File: src/rtl/inter_packet_delay_gen2.sv
// inter_packet_delay_gen2: enforces a programmable idle gap between AXI4-Stream
// packets. The stream passes through combinationally with zero latency; only the
// head beat of each packet can be held off until the gap counter reaches the
// effective delay. The delay comes from a register, from a tuser field, or from
// their saturating sum.
// Optional statistics counters are built when INTER_PACKET_DELAY_STATS_EN is
// defined.
module inter_packet_delay_gen2 #(
    parameter int C_M_AXIS_DATA_WIDTH  = 256,
    parameter int C_S_AXIS_DATA_WIDTH  = 256,
    parameter int C_M_AXIS_TUSER_WIDTH = 128,
    parameter int C_S_AXIS_TUSER_WIDTH = 128,
    parameter int C_DELAY_WIDTH        = 32,
    parameter int C_TUSER_DELAY_OFFSET = 32
) (
    input  logic                                 axi_aclk,
    input  logic                                 axi_aresetn,
    output logic [C_M_AXIS_DATA_WIDTH-1:0]       m_axis_tdata,
    output logic [C_M_AXIS_DATA_WIDTH/8-1:0]     m_axis_tstrb,
    output logic [C_M_AXIS_TUSER_WIDTH-1:0]      m_axis_tuser,
    output logic                                 m_axis_tvalid,
    output logic                                 m_axis_tlast,
    input  logic                                 m_axis_tready,
    input  logic [C_S_AXIS_DATA_WIDTH-1:0]       s_axis_tdata,
    input  logic [C_S_AXIS_DATA_WIDTH/8-1:0]     s_axis_tstrb,
    input  logic [C_S_AXIS_TUSER_WIDTH-1:0]      s_axis_tuser,
    input  logic                                 s_axis_tvalid,
    input  logic                                 s_axis_tlast,
    output logic                                 s_axis_tready,
    input  logic                                 sw_rst,
    input  logic                                 ipd_en,
    input  logic [1:0]                           delay_mode,
    input  logic [C_DELAY_WIDTH-1:0]             delay_reg_val
`ifdef INTER_PACKET_DELAY_STATS_EN
    ,
    output logic [31:0]                          pkt_cnt,
    output logic [31:0]                          stall_cnt
`endif
);

    typedef enum logic [0:0] {ST_IDLE, ST_PASS} state_t;

    localparam logic [C_DELAY_WIDTH-1:0] DELAY_MAX = {C_DELAY_WIDTH{1'b1}};

    state_t                   r_state;
    state_t                   w_state_next;
    logic [C_DELAY_WIDTH-1:0] r_gap_cnt;
    logic [C_DELAY_WIDTH-1:0] w_tuser_delay;
    logic [C_DELAY_WIDTH:0]   w_delay_sum;
    logic [C_DELAY_WIDTH-1:0] w_delay_eff;
    logic                     w_release;
    logic                     w_active;
    logic                     w_m_tvalid;
    logic                     w_s_tready;
    logic                     w_hs;

    // Zero-latency datapath
    assign m_axis_tdata  = s_axis_tdata;
    assign m_axis_tstrb  = s_axis_tstrb;
    assign m_axis_tuser  = s_axis_tuser;
    assign m_axis_tlast  = s_axis_tlast;
    assign m_axis_tvalid = w_m_tvalid;
    assign s_axis_tready = w_s_tready;

    // Handshakes are suppressed while either reset is active
    assign w_active = axi_aresetn & ~sw_rst;
    assign w_hs     = w_m_tvalid & m_axis_tready;

    assign w_tuser_delay = s_axis_tuser[C_TUSER_DELAY_OFFSET +: C_DELAY_WIDTH];
    assign w_delay_sum   = {1'b0, delay_reg_val} + {1'b0, w_tuser_delay};

    // Effective delay for the waiting head beat; mode 3 falls back to the register
    always_comb begin
        w_delay_eff = delay_reg_val;
        case (delay_mode)
            2'b01:   w_delay_eff = w_tuser_delay;
            2'b10:   w_delay_eff = w_delay_sum[C_DELAY_WIDTH] ? DELAY_MAX
                                                              : w_delay_sum[C_DELAY_WIDTH-1:0];
            default: w_delay_eff = delay_reg_val;
        endcase
    end

    assign w_release = ~ipd_en | (r_gap_cnt >= w_delay_eff);

    // State register; soft reset returns to IDLE so the next beat is a head
    always_ff @(posedge axi_aclk or negedge axi_aresetn) begin
        if (!axi_aresetn) begin
            r_state <= ST_IDLE;
        end else if (sw_rst) begin
            r_state <= ST_IDLE;
        end else begin
            r_state <= w_state_next;
        end
    end

    // Next-state and handshake gating: only the head beat is ever held off
    always_comb begin
        w_state_next = r_state;
        w_m_tvalid   = 1'b0;
        w_s_tready   = 1'b0;
        case (r_state)
            ST_IDLE: begin
                w_m_tvalid = w_active & s_axis_tvalid & w_release;
                w_s_tready = w_active & m_axis_tready & w_release;
                if (w_m_tvalid && m_axis_tready && !s_axis_tlast) begin
                    w_state_next = ST_PASS;
                end
            end
            ST_PASS: begin
                w_m_tvalid = w_active & s_axis_tvalid;
                w_s_tready = w_active & m_axis_tready;
                if (w_m_tvalid && m_axis_tready && s_axis_tlast) begin
                    w_state_next = ST_IDLE;
                end
            end
            default: begin
                w_state_next = ST_IDLE;
            end
        endcase
    end

    // Gap counter: cleared by the last beat, then counts up to saturation
    always_ff @(posedge axi_aclk or negedge axi_aresetn) begin
        if (!axi_aresetn) begin
            r_gap_cnt <= DELAY_MAX;
        end else if (sw_rst) begin
            r_gap_cnt <= DELAY_MAX;
        end else if (w_hs && s_axis_tlast) begin
            r_gap_cnt <= '0;
        end else if (r_gap_cnt != DELAY_MAX) begin
            r_gap_cnt <= r_gap_cnt + 1'b1;
        end
    end

`ifdef INTER_PACKET_DELAY_STATS_EN
    logic [31:0] r_pkt_cnt;
    logic [31:0] r_stall_cnt;

    assign pkt_cnt   = r_pkt_cnt;
    assign stall_cnt = r_stall_cnt;

    // Packet and stall statistics, free-running with natural wrap
    always_ff @(posedge axi_aclk or negedge axi_aresetn) begin
        if (!axi_aresetn) begin
            r_pkt_cnt   <= '0;
            r_stall_cnt <= '0;
        end else if (sw_rst) begin
            r_pkt_cnt   <= '0;
            r_stall_cnt <= '0;
        end else begin
            if (r_state == ST_IDLE && w_hs) begin
                r_pkt_cnt <= r_pkt_cnt + 32'd1;
            end
            if (r_state == ST_IDLE && s_axis_tvalid && !w_release) begin
                r_stall_cnt <= r_stall_cnt + 32'd1;
            end
        end
    end
`endif

endmodule

File: config.mk
export PLATFORM = sky130hd
export DESIGN_NAME = inter_packet_delay_gen2
export DESIGN_NICKNAME = d
export VERILOG_FILES = /design/src/rtl/inter_packet_delay_gen2.sv
export SDC_FILE = /design/constraint.sdc
export NUM_CORES = 1
export LEC_CHECK = 0
export ABC_AREA = 1
export CAP_MARGIN = 5
export CORE_AREA = 10 10 331 333
export DETAILED_ROUTE_END_ITERATION = 10
export DIE_AREA = 0 0 341 343
export HOLD_SLACK_MARGIN = 0.15
export PLACE_DENSITY_LB_ADDON = 0.08
export SLEW_MARGIN = 25
export SYNTH_ARGS = -nofsm -noshare
export SYNTH_HDL_FRONTEND = slang
export SYNTH_SLANG_ARGS = --single-unit
File: constraint.sdc
create_clock -name axi_aclk -period 6.62 [get_ports axi_aclk]
set_clock_uncertainty 0.15 [all_clocks]
set_input_delay 1.324 -clock axi_aclk [delete_from_list [all_inputs] [get_ports axi_aclk]]
set_output_delay 1.324 -clock axi_aclk [all_outputs]
set_load 0.05 [all_outputs]
Yosys cells after proc, flatten, opt, wreduce, memory -nomap -nowiden
Cells that the tools add are included.
{"block": "word_totals", "out_inout_bits": 419, "reg_bits": 33, "inputBits": 457}
{"block": "classes", "n_addsub": 2, "n_reduce_logical": 7, "bitwise_logic": 10, "magnitude_cmp": 1, "mux": 11, "n_eq_ne": 3}
{"operator": "$mux W32", "count": 4}
{"operator": "$pmux W32 S2", "count": 1}
{"operator": "$add A32 B32 Y33", "count": 1}
{"operator": "$add A32 B1 Y32 const B", "count": 1}
{"operator": "$ge A32 B32 Y1", "count": 1}
{"operator": "$ne A32 B32 Y1 const B", "count": 1}
{"operator": "$and A1 B1 Y1", "count": 6}
{"operator": "$pmux W1 S2", "count": 3}
{"operator": "$logic_and A1 B1 Y1", "count": 5}
{"operator": "$mux W1", "count": 3}
{"operator": "$not A1 Y1", "count": 3}
{"operator": "$reduce_bool A3 Y1", "count": 1}
{"operator": "$eq A2 B1 Y1 const B", "count": 1}
{"operator": "$eq A2 B2 Y1 const B", "count": 1}
{"operator": "$logic_not A1 Y1", "count": 1}
{"operator": "$or A1 B1 Y1", "count": 1}

Logic depth before layout (Yosys ltp)
Gate-level depths: netlist of the first run.
{"block": "logic_depth", "ltp_word": 11, "ltp_mapped": 34}

Worst setup path after synthesis of the first run
Ideal clock, no wire load.
{"block": "synth_timing", "path_type": "input port to output port", "startpoint": "input s_axis_tuser[32]", "endpoint": "output m_axis_tvalid", "setup_slack_ns": 0.645, "arrival_ns": 4.501, "cell_stages": 30, "path_buffers": 1, "t_required_ns": 5.146, "cell_sequence": "ha_1 -> fa_1 -> nand2_1 -> inv_1 -> nand2_1 -> nand2_1 -> nand3_1 -> nand3_2 -> nand2_1 -> nand2_1 -> nand2_1 -> nand2_2 -> buf_2 -> o21ai_0 -> a21oi_1 -> ha_1 -> nand2_1 -> nor2_1 -> nor2_1 -> nand2_1 -> nand2_1 -> nand2_1 -> nand2_1 -> nand2_1 -> nand2_1 -> nand2_1 -> nand2_1 -> nand2_1 -> inv_1 -> nor2_1"}
{"block": "synth_between", "elab_chain_cells": 7}
{"element": "start: declaration", "line_no": "26", "text": "input logic [C_S_AXIS_TUSER_WIDTH-1:0] s_axis_tuser,"}
{"element": "$add A32 B32 Y33", "line_no": "70", "text": "assign w_delay_sum = {1'b0, delay_reg_val} + {1'b0, w_tuser_delay};"}
{"element": "$mux W32", "line_no": "77", "text": "2'b10: w_delay_eff = w_delay_sum[C_DELAY_WIDTH] ? DELAY_MAX"}
{"element": "$pmux W32 S2 (*)", "line_no": "75", "text": "case (delay_mode)"}
{"element": "$ge A32 B32 Y1 (*)", "line_no": "83", "text": "assign w_release = ~ipd_en | (r_gap_cnt >= w_delay_eff);"}
{"element": "$or A1 B1 Y1 (*)", "line_no": "83"}
{"element": "$and A1 B1 Y1 (*)", "line_no": "103", "text": "w_m_tvalid = w_active & s_axis_tvalid & w_release;"}
{"element": "$pmux W1 S2 (*)", "line_no": "101", "text": "case (r_state)"}
{"element": "end: declaration", "line_no": "21", "text": "output logic m_axis_tvalid,"}
Every way passes the cells marked *; elsewhere a longest branch is shown, timed or not.

Worst setup path in the final report of the first run
{"block": "layout_timing", "startpoint": "input delay_reg_val[21]", "endpoint": "output s_axis_tready"}
{"block": "layout_between", "elab_chain_cells": 7}
{"element": "start: declaration", "line_no": "33", "text": "input logic [C_DELAY_WIDTH-1:0] delay_reg_val"}
{"element": "$add A32 B32 Y33", "line_no": "70"}
{"element": "$mux W32", "line_no": "77"}
{"element": "$pmux W32 S2 (*)", "line_no": "75"}
{"element": "$ge A32 B32 Y1 (*)", "line_no": "83"}
{"element": "$or A1 B1 Y1 (*)", "line_no": "83"}
{"element": "$and A1 B1 Y1 (*)", "line_no": "104", "text": "w_s_tready = w_active & m_axis_tready & w_release;"}
{"element": "$pmux W1 S2 (*)", "line_no": "101"}
{"element": "end: declaration", "line_no": "29", "text": "output logic s_axis_tready,"}
Marks and branches as above.

==> results.md, run 1 <==
- Max FO, Critical Path: 4
- Clk pin slew, worst setup/hold paths: around 70 ps
- Status: complete, no violations
- Share of the synthesized area in the top cell type: 36.1%
- Largest vdd supply drop: 0.000101 V
- Number of max-capacitance violations reported: 0
- Dominant synthesized flop cell: dfstp_2
- Via Count: 7610
- Number of global-route vias before repair: ~8.3k
- Internal Dissipation: 1.30 mW
- H-tree depth: 2
- Die width: about 340 um
- Fraction of final layout cells with drive strength greater than 1: 33.8%
- Worst hold path class: reg -> reg
- Adder and majority cell fraction of the synthesized area: 9.90%
- DRC Markers: 0
- CTS sink count: 33
- Area Growth Syn to Fin: 26.9%
- Endpoint type of the worst setup path: primary output
- Crit Path Category: in -> out
- Final routed wire length divided by cell count: 17.2 um
- Reg2Reg Capture Point: r_gap_cnt[1]
- Comb power frac: 69.5%
- Number of library cell types mapped by synthesis: 41
- Most frequent cells after synthesis: 417 x buf_4, 231 x nand2_1, 91 x a21oi_1
- Most area-consuming cells after synthesis: buf_4 36%, nand2_1 10%, dfstp_2 9.7%, ha_1 9.7%, a21oi_1 5.3%
- Final weighted congestion of routability-driven global placement: 0.722
- Sequential share of power: 19.3%
- Net count of the finished layout: 1720
- Static leakage power: 4.79 nW
- Core occupancy in the finished layout: 10.7%
- Antenna violation net count after detailed routing: 0
- Area taken by multi-input logic gates: 4990 sq um
- Mean cell area of the mapped netlist: between 6 and 7 sq um
- Routed wire length: 44.4 mm
- Port bufs: around 110
- FF+latch count, synth: 33
- Cell count after placement: about 2.6k
- Hold Path Stages: 2
- Slew at the pin closest to its max-slew limit: between 800 and 900 ps
- First-pass GRT wire length: 61.7 mm
- Number of hold violations in the final report: 0
- Asr flop ratio synth: 100%
- Std-Cell Rows: approximately 120
- Boundary pin count: 876
- Worst setup slack for register-to-register paths: between 3000 and 4000 ps
- Compound-cell area share of the yosys netlist: between 10% and 20%
- Reg-to-reg startpoint: r_gap_cnt[1]
- Mux contribution to synthesized area: 0%
- Power spent charging and discharging nets: 1.38 mW
- Placed cell area: 9920 sq um
- Most numerous cell in the Yosys netlist: buf_4
- Sequential element share of the synthesized area: approximately a tenth
- Worst Min Path Start: r_gap_cnt[1]
- Number of antenna violations at the first check in global routing: 11
- Storage cell area: 866 sq um
- Area share of and/or/nand/nor cells after synthesis: between 20% and 30%
- Hold worst-path end: r_gap_cnt[1]
- Worst reg-to-reg path cell count: 10
- Detailed-route vias per instance: 2.95
- Full die area: 117000 sq um
- Time the worst path needs with I/O delays and setup: 6390 ps
- Startpoint type of the worst setup path: input port
- Post-detail-place hpwl: about 39 mm
- Total power: 2.67 mW
- Initial cell density of the core: 8.42%
- # fillers: 12.0k
- Total gr overflow: 0
- Total of endpoints with negative setup slack in the final report: 0
- Syn Std Cell Area: about 8700 sq um
- Overall Global Routing Usage: under 10%
- TritonRoute pass-1 iters: 4
- CTS Root Buffer Type: clkbuf_16
- PD cells: between 200 and 250 nW/um^2
- Share of total power in the clock network: 11.1%
- Worst path arrival time: 4910 ps
- Post-layout instance count excluding filler cells: 2578
- Final period utilization: 96.5%
- Synth warn: 0
- Gate count after technology mapping: 1304
- CP Data Required Time: 5150 ps
- Final slew viol count: 0
- Dominant combinational cell family by area after synthesis: buffers and inverters
- Xor/xnor cell area share of the yosys netlist: 2.83%
- Starting DRC count in detailed routing: 251
- Area of the core: 103000 sq um
- Pin count of the biggest net entering global routing: 39
- Dominant cell type by area after synthesis: buf_4
- Relative slew slack: 43.5%
- Clock tree from TritonCTS: done
- Number of nets produced by synthesis: 1829
- Die Y-Extent: 343 um
- Switching part of the total power: approximately 51%
- Non-Filler Cell Area, Final: 11000 sq um
- Max Clock Freq: 157 MHz
- CP max stage delay: 420 ps
- Maximum root-to-sink buffer count: 2
- Number of clock buffers inserted by TritonCTS: 5
- Number of enable flip-flop cells after synthesis: 0
- Clock Latency Late Sink: around 300 ps
- Library cell contributing the largest single delay on the critical path: clkdlybuf4s50_1
## worst max-delay path, delay by kind of cell
kind            cells  cell delay, ps
fa+ha+maj           2             560
buf+inv            10            1370
simple gates       15            1350
compound gates      2             270
## stage by stage
stage	worst slack [ps]	hold WS [ps]	setup TNS, ps
6_report	234	388	0
5_1_grt	-21.7	422	-35.6
4_1_cts	0.514	399	0
3_5_place_dp	-964	387	-1920
3_3_place_gp	-977	384	-1940
2_1_floorplan	645	340	0
## power by group through the flow
stage	Sequential, mW	Combinational (mW)	Clock, mW
after detailed placement	0.528	1.80	0
final	0.517	1.86	0.298
after CTS	0.527	1.86	0.309
after floorplan	0.437	1.76	0
after global routing	0.543	2.13	0.311
after global placement	0.530	1.83	0
## logic make-up (layout without fill, tap and decap cells)
group,Yosys count,in the layout
buffers and inverters,520,412
and+or+nand+nor,470,470
AOI/OAI and AO/OA,185,185
adders and majority gates,68,68
DFF,33,33
xor gates and xnor gates,28,28
other,0,2
## worst max path at each step
stage,depth (start not counted),start,to
finish,29,delay_reg_val[21],s_axis_tready
detailed placement,28,delay_reg_val[0],s_axis_tready
floorplan,30,s_axis_tuser[32],m_axis_tvalid
global placement,28,s_axis_tuser[32],s_axis_tready
global route,29,delay_reg_val[21],s_axis_tready
CTS,28,delay_reg_val[17],s_axis_tready
## sequential cells by signal (all words and copies together) (netlist names)
register,count
r_state,1
r_gap_cnt,32
## cell type report
type / count / area share, %
Multi-Input combinational cell: 751 / 45.4
Timing Repair Buffer: 325 / 26.6
Sequential cell: 33 / 7.87
Tap cell: 1380 / 15.7
Antenna cell: 2 / 0.0455
Inverter: 79 / 2.74
Clock inverter: 2 / 0.341
Clock buffer: 6 / 1.26
## per-layer routing
metal	vias up	global-route usage, %	part of all wire, %
li1	3626	-	-
met2	307	12.2	47
met5	-	0	0.092
met1	3456	8.47	42
met4	6	3.53	5.1
met3	215	1.94	6.5
## placed cells by master (no fill, tap or decap), types with 6 or more instances in the layout
cell type	synthesis	layout
dfstp_2	32	32
nor2_1	63	54
clkdlybuf4s50_1	0	52
o21a_1	6	6
dlygate4sd2_1	0	17
buf_12	0	11
nand2_2	2	14
nor2_2	1	6
xor2_1	21	19
ha_4	0	30
inv_1	77	75
o21ai_1	3	24
nand2_1	231	214
nand4_1	17	17
nand2_4	1	6
ha_1	67	35
nand3_2	9	10
nor3_1	25	17
buf_4	417	204
dlymetal6s2s_1	0	35
xnor2_1	7	7
a21oi_2	0	20
nand3_1	86	84
nor3_2	2	9
a21oi_1	91	70
or2_2	16	16
o21ai_0	73	43
## repair_timing
item	4_1_cts	5_1_grt
resized for setup	106	113
hold buffers	0	0
cloned	0	0
setup buffers	3	4
pin swaps	19	24
endpoints found under the setup margin	2	2
Note: power is estimated with default switching activity, not from simulation.
==> inputs of run 2 (changes only) <==
Settings changed: SETUP_SLACK_MARGIN set to 0.3.
==> run 2 against run 1 <==
Against the previous run: register-to-register slack improved by 20 ps; critical path type unchanged; setup slack improved by 240 ps; sequential power rose by 2%; maximum frequency rose by 4.0%; hold slack barely moved; die area did not move; largest cell class unchanged; highest routed layer unchanged; sequential share of layout area fell by 0.30 points; largest power group unchanged; first-iteration DRC count fell by 13%.
==> results.md, run 2 (synthesis gave the netlist of run 1 again) <==
- Port bufs: 107 (unchanged)
- Final weighted congestion of routability-driven global placement: 0.722 (unchanged)
- Largest vdd supply drop: 0.000105 V (+3.8%)
- Time the worst path needs with I/O delays and setup: 6140 ps (-244 ps)
- Final slew viol count: 0 (unchanged)
- Number of max-capacitance violations reported: 0 (unchanged)
- Worst hold path class: reg -> reg
- CTS Root Buffer Type: clkbuf_16
- Final period utilization: 92.8% (-3.7 points)
- Cell count after placement: 2561 (unchanged)
- Status: complete, no violations
- Largest registers ranked by flip-flop count: r_gap_cnt (32), r_state (1)
- Via Count: 7683 (+0.96%)
- Starting DRC count in detailed routing: 218 (-13%)
- CP max stage delay: 320 ps (-100 ps)
- Post-layout instance count excluding filler cells: 2589 (+0.43%)
- Unrepaired setup endpoints after global routing: no
- Post-detail-place hpwl: 38.7 mm (unchanged)
- H-tree depth: 2 (unchanged)
- Die Y-Extent: 343 um (unchanged)
- Initial cell density of the core: 8.42% (unchanged)
- Number of global-route vias before repair: 8457 (+1.4%)
- Hold-fix buffer count after cts: 0 (unchanged)
- Fraction of final layout cells with drive strength greater than 1: 43.6% (+9.8 points)
- Worst reg-to-reg path cell count: 10 (unchanged)
- Net count of the finished layout: 1730 (+0.58%)
- Crit Path Category: in -> out
- Top library cells by usage in the layout, fill and taps aside: 204 x buf_4, 189 x nand2_1, 75 x nand3_1, 71 x inv_1, 59 x a21oi_1
- Routed wire length: 44.6 mm (+0.54%)
- Area of the core: 103000 sq um (unchanged)
- Antenna violation net count after detailed routing: 0 (unchanged)
- Total of endpoints with negative setup slack in the final report: 0 (unchanged)
- Worst setup slack for register-to-register paths: 3730 ps (+20 ps)
- Endpoint type of the worst setup path: primary output
- First-pass GRT wire length: 62.3 mm (+0.88%)
- Cell mode on critical path: nand2_1
- DRC Markers: 0 (unchanged)
- Register name with the most flops: r_gap_cnt
- Startpoint type of the worst setup path: input port
- Static leakage power: 4.74 nW (-1.2%)
- Most common cell after layout, fill and taps aside: buf_4
- Smallest hold slack: 388 ps (+0.422 ps)
- Full die area: 117000 sq um (unchanged)
- # fillers: 12.0k (-0.17%)
- Pin count of the biggest net entering global routing: 39 (unchanged)
- CP top delay family: simple AND/OR/NAND/NOR gates
- Overall Global Routing Usage: 7.31% (+0.057 points)
- Area Growth Syn to Fin: 31.9%
- Max FO, Critical Path: 4 (unchanged)
- Worst Min Path Start: r_gap_cnt[1]
- Final routed wire length divided by cell count: 17.2 um (+0.12%)
- PD cells: 245 nW/um^2 (+0.96%)
- Hold worst-path end: r_gap_cnt[1]
- Total gr overflow: 0 (unchanged)
- Worst path arrival time: 4670 ps (-240 ps)
- Count of buffering cells on the critical path with inverters included: 4 (-6)
- Placed cell area: 9920 sq um (unchanged)
- TritonRoute pass-1 iters: 4 (unchanged)
- Std-Cell Rows: 118 (unchanged)
- Max FFs per register: 32 (unchanged)
- CTS sink count: 33 (unchanged)
- Reg2Reg Capture Point: r_gap_cnt[1]
- Maximum root-to-sink buffer count: 2 (unchanged)
- Number of antenna violations at the first check in global routing: 8 (-3)
- Slew at the pin closest to its max-slew limit: 838 ps (-2.16 ps)
- Die width: 341 um (unchanged)
- Hold Path Stages: 2 (unchanged)
- Number of hold violations in the final report: 0 (unchanged)
- Number of clock buffers inserted by TritonCTS: 5 (unchanged)
- Library cell contributing the largest single delay on the critical path: ha_4
- Boundary pin count: 876 (unchanged)
- Relative slew slack: 43.7% (+0.15 points)
- Clk pin slew, worst setup/hold paths: 70 ps (about the same)
- Max Clock Freq: 163 MHz (+4.0%)
- Non-Filler Cell Area, Final: 11400 sq um (+3.9%)
- CP Data Required Time: 5150 ps (about the same)
- Clock Latency Late Sink: 300 ps (about the same)
- Reg-to-reg startpoint: r_gap_cnt[1]
- Clock tree from TritonCTS: done
- Cells traversed along the worst timing path: dlygate4sd2_1, ha_4, nand2_1, nor2_1, nand2_1, o21ai_4, buf_4, nand2_1, nand2_1, nand2_1, nand3_4, nand2_2, nand2_2, o21ai_4, ha_4, nand4_1, nor3_2, nand2_2, nand2_4, nand2_4, nand2_4, inv_6, nor2_4, buf_12
- Detailed-route vias per instance: 2.97 (+0.53%)
## run 2: cell count changes in the layout (fill, tap and decap cells not counted), sizes merged
cell           delta
clkbuf           +23
clkdlybuf4s50    -12
dlygate4sd2       +5
buf              +12
diode             +1
dlymetal6s2s     -31
clkdlybuf4s15    +13
## run 2: worst register-to-register path, cell delays in order, from the launching register on
cell and delay, ps:
dfstp_2 580, ha_1 170, nand2_1 100, nor2_1 290, nand4_1 220, nor2_1 260
nand4_1 310, nor3_2 350, nand3_1 230, nand2_1 130, nand2_1 50
## run 2: stage by stage
stage	setup TNS, ps	setup slack, ps	utilization, %	power [mW]
global placement	-1940	-977	9.64	2.36
global route	0	290	11.1	3.12
detailed placement	-1920	-964	9.64	2.33
floorplan	0	645	-	2.19
finish	0	478	11.1	2.81
CTS	0	305	10.6	2.76
## run 2: area by class of cell
type,instances,area [sq um],share of cell area [%]
Antenna cell,3,7.51,0.0657
Clock buffer,6,139,1.21
Clock inverter,2,37.5,0.328
Inverter,79,309,2.70
Multi-Input combinational cell,751,5480,47.9
Sequential cell,33,866,7.57
Tap cell,1380,1730,15.1
Timing Repair Buffer,335,2870,25.1
## run 2: worst max path at each step
| stage | from | to | cells after the start | slack (ps) |
|---|---|---|---|---|
| after floorplan | s_axis_tuser[32] | m_axis_tvalid | 30 | 640 |
| after global placement | s_axis_tuser[32] | s_axis_tready | 28 | -980 |
| after detailed placement | delay_reg_val[0] | s_axis_tready | 28 | -960 |
| after CTS | s_axis_tuser[32] | s_axis_tready | 30 | 310 |
| after global routing | delay_reg_val[6] | s_axis_tready | 25 | 290 |
| final | delay_reg_val[8] | s_axis_tready | 24 | 480 |
## run 2: metal layers
layer	track usage [%]	vias to the layer above	part of all wire, %
met2	12.3	302	46
li1	-	3654	-
met3	1.95	204	7.1
met4	3.53	2	5.0
met1	8.56	3521	42
met5	0	-	0.029
## run 2: timing repair
item | 4_1_cts | 5_1_grt
pin swaps | 46 | 79
gates resized for setup | 264 | 175
cloned | 0 | 1
buffers inserted | 8 | 8
endpoints found under the setup margin | 2 | 2
## run 2: report_power, final
group          switching, mW  leakage (nW)  internal [mW]  total, mW
clock                  0.110        0.0831          0.188      0.298
sequential             0.175         0.351          0.353      0.528
combinational           1.16          4.30          0.823       1.98
total                   1.44          4.74           1.36       2.81
==> inputs of run 3 (changes only) <==
Settings changed: CORE_AREA 10 10 331 333 to 4 4 335 337, DIE_AREA 0 0 341 343 to 0 0 339 341.
==> run 3 against run 2 <==
Against the previous run: clock power is 3% lower; core utilization is 0.41 points lower; routed wire length is 4.8% higher; critical path depth is 4 higher; sequential cell count stayed put; cell count is 2.0% higher; clock-buffer cell count is 1 lower; non-clock buffer count is 20 higher; cell area is 1.8% higher; setup slack better by 61 ps; sequential power hardly changed; critical endpoint is now m_axis_tvalid; largest power group unchanged.
==> results.md, run 3 (synthesis gave the netlist of run 1 again) <==
- Status: complete, no violations
- CP Data Required Time: 5150 ps (about the same)
- Endpoint type of the worst setup path: primary output
- Area Growth Syn to Fin: 34.3%
- Boundary pin count: 876 (unchanged)
- Maximum root-to-sink buffer count: 2 (unchanged)
- Starting DRC count in detailed routing: 214 (-1.8%)
- Internal Dissipation: 1.36 mW (-0.24%)
- Routed wire length: 46.8 mm (+4.8%)
- H-tree depth: 2 (unchanged)
- Worst path arrival time: 4610 ps (-60 ps)
- TritonRoute pass-1 iters: 4 (unchanged)
- Number of max-capacitance violations reported: 0 (unchanged)
- Number of antenna violations at the first check in global routing: 4 (-4)
- First-pass GRT wire length: 65.7 mm (+5.5%)
- Static leakage power: 4.84 nW (+2.2%)
- Storage cell area: 866 sq um (unchanged)
- Clk pin slew, worst setup/hold paths: 70 ps (about the same)
- Clock tree from TritonCTS: done
- Via Count: 7723 (+0.52%)
- Register name with the most flops: r_gap_cnt
- Power spent charging and discharging nets: 1.46 mW (+1.1%)
- Pin count of the biggest net entering global routing: 39 (unchanged)
- Total gr overflow: 0 (unchanged)
- Die Y-Extent: 341 um (-0.58%)
- Antenna violation net count after detailed routing: 0 (unchanged)
- Final slew viol count: 0 (unchanged)
- Largest registers ranked by flip-flop count: r_gap_cnt (32), r_state (1)
- Number of hold violations in the final report: 0 (unchanged)
- Final period utilization: 91.9% (-0.93 points)
- Port bufs: 107 (unchanged)
- PD cells: 242 nW/um^2 (-1.4%)
- Max FFs per register: 32 (unchanged)
- Worst path setup slack after routing: 539 ps (+61.5 ps)
- Largest vdd supply drop: 0.000120 V (+14%)
- CTS Root Buffer Type: clkbuf_16
- Sequential share of power: 18.8% (about the same)
- Clock Latency Late Sink: 300 ps (about the same)
- Final weighted congestion of routability-driven global placement: 0.701 (-2.9%)
- Worst hold path class: reg -> reg
- Max Clock Freq: 164 MHz (+1.0%)
- Placement-stage worst setup slack: -859 ps (+104 ps)
- Area of the core: 109000 sq um (+5.8%)
- Switching part of the total power: 51.7% (+0.34 points)
- Startpoint type of the worst setup path: input port
- Relative slew slack: 43.2% (-0.43 points)
- Time the worst path needs with I/O delays and setup: 6080 ps (-61.5 ps)
- Slew at the pin closest to its max-slew limit: 844 ps (+6.43 ps)
- Post-detail-place hpwl: 41.3 mm (+6.8%)
- Share of total power in the clock network: 10.3% (-0.3 points)
- Most common cell after layout, fill and taps aside: buf_4
- Placed cell area: 10100 sq um (+1.8%)
- Unrepaired setup endpoints after global routing: no
- Area taken by multi-input logic gates: 5550 sq um (+1.3%)
- Number of clock buffers inserted by TritonCTS: 5 (unchanged)
- Std-Cell Rows: 121 (+2.5%)
- Non-Filler Cell Area, Final: 11600 sq um (+1.8%)
- Max FO, Critical Path: 3 (-1)
- CTS sink count: 33 (unchanged)
- Top library cells by usage in the layout, fill and taps aside: 228 x buf_4, 187 x nand2_1, 73 x inv_1, 71 x nand3_1, 57 x a21oi_1
- Net count of the finished layout: 1750 (+1.2%)
- DRC Markers: 0 (unchanged)
- Fraction of final layout cells with drive strength greater than 1: 44.9% (+1.3 points)
- Initial cell density of the core: 7.96% (-0.46 points)
- Crit Path Category: in -> out
- Full die area: 116000 sq um (-1.2%)
- Total of endpoints with negative setup slack in the final report: 0 (unchanged)
- Comb power frac: 70.9% (+0.3 points)
- Number of global-route vias before repair: 8704 (+2.9%)
- Die width: 339 um (-0.59%)
- # fillers: 12.6k (+5.1%)
- Detailed-route vias per instance: 2.92 (-1.5%)
- Smallest hold slack: 402 ps (+13.8 ps)
- Core occupancy in the finished layout: 10.7% (-0.41 points)
- Final routed wire length divided by cell count: 17.7 um (+2.8%)
- Overall Global Routing Usage: 7.83% (+0.52 points)
- Total power: 2.82 mW (+0.46%)
## run 3: what timing repair did
action / in CTS / in global routing
gates cloned: 1 / 0
endpoints found under the setup margin: 2 / 2
pin swaps: 76 / 50
hold endpoints to repair: 0 / 0
hold buffers: 0 / 0
buffers inserted: 14 / 2
gates resized for setup: 319 / 112
## run 3: final timing paths
check | from | to | slack (ps) | cells past startpoint
worst max-delay path | delay_reg_val[0] | m_axis_tvalid | 540 | 28
worst min-delay path | r_gap_cnt[1] | r_gap_cnt[1] | 400 | 2
worst max register to register | r_gap_cnt[1] | r_gap_cnt[1] | 3690 | 10
worst min register to register | r_gap_cnt[1] | r_gap_cnt[1] | 400 | 2
max in group asynchronous | axi_aresetn | r_gap_cnt[16] | 4880 | 2
min in group asynchronous | axi_aresetn | r_state | 1040 | 2
## run 3: cell type report
type                    instances  area share (%)
inverters                      79            2.65
repair buffers                355            25.5
flip-flops and latches         33            7.44
clock buffers                   5            1.07
diodes                          1          0.0215
clock inverters                 3           0.398
well taps                    1414            15.2
multi-input cells             751            47.7
## run 3: layer usage
layer,global-route usage (%),vias to the layer above,routed length (um)
met4,2.88,0,1930
li1,-,3705,-
met3,2.65,176,3650
met1,9.61,3499,20300
met2,12.7,343,21000
met5,0,-,0
## run 3: critical path, cell delays in order
cell      delay [ps]
buf_4            130
ha_4             160
fa_2             360
nand2_2           70
inv_2             40
nand2_2           60
nand2_4           70
buf_6            130
a21oi_4          130
buf_6            140
o21bai_4          80
buf_6            130
buf_4            130
nand2_4           50
nand4_1          110
nand2_2          120
o21ai_4           80
nand2_2           70
nand2_2           60
ha_4             260
nand2_2           60
buf_4            130
nor3_2           240
nand2_4           80
nand2_4           80
inv_6             50
nor2_4           100
buf_12           140
## run 3: per-stage QoR
step	std cells	TNS [ps]
2_1_floorplan	1304	0
3_3_place_gp	2615	-1790
3_5_place_dp	2615	-1700
4_1_cts	2638	0
5_1_grt	2640	0
6_report	2641	0
## run 3: power by group through the flow
stage               Combinational (mW)  Sequential, mW  Clock, mW
global route                      2.27           0.556      0.308
global placement                  1.86           0.535          0
detailed placement                1.82           0.530          0
finish                            2.00           0.529      0.290
floorplan                         1.76           0.437          0
CTS                               1.99           0.535      0.303
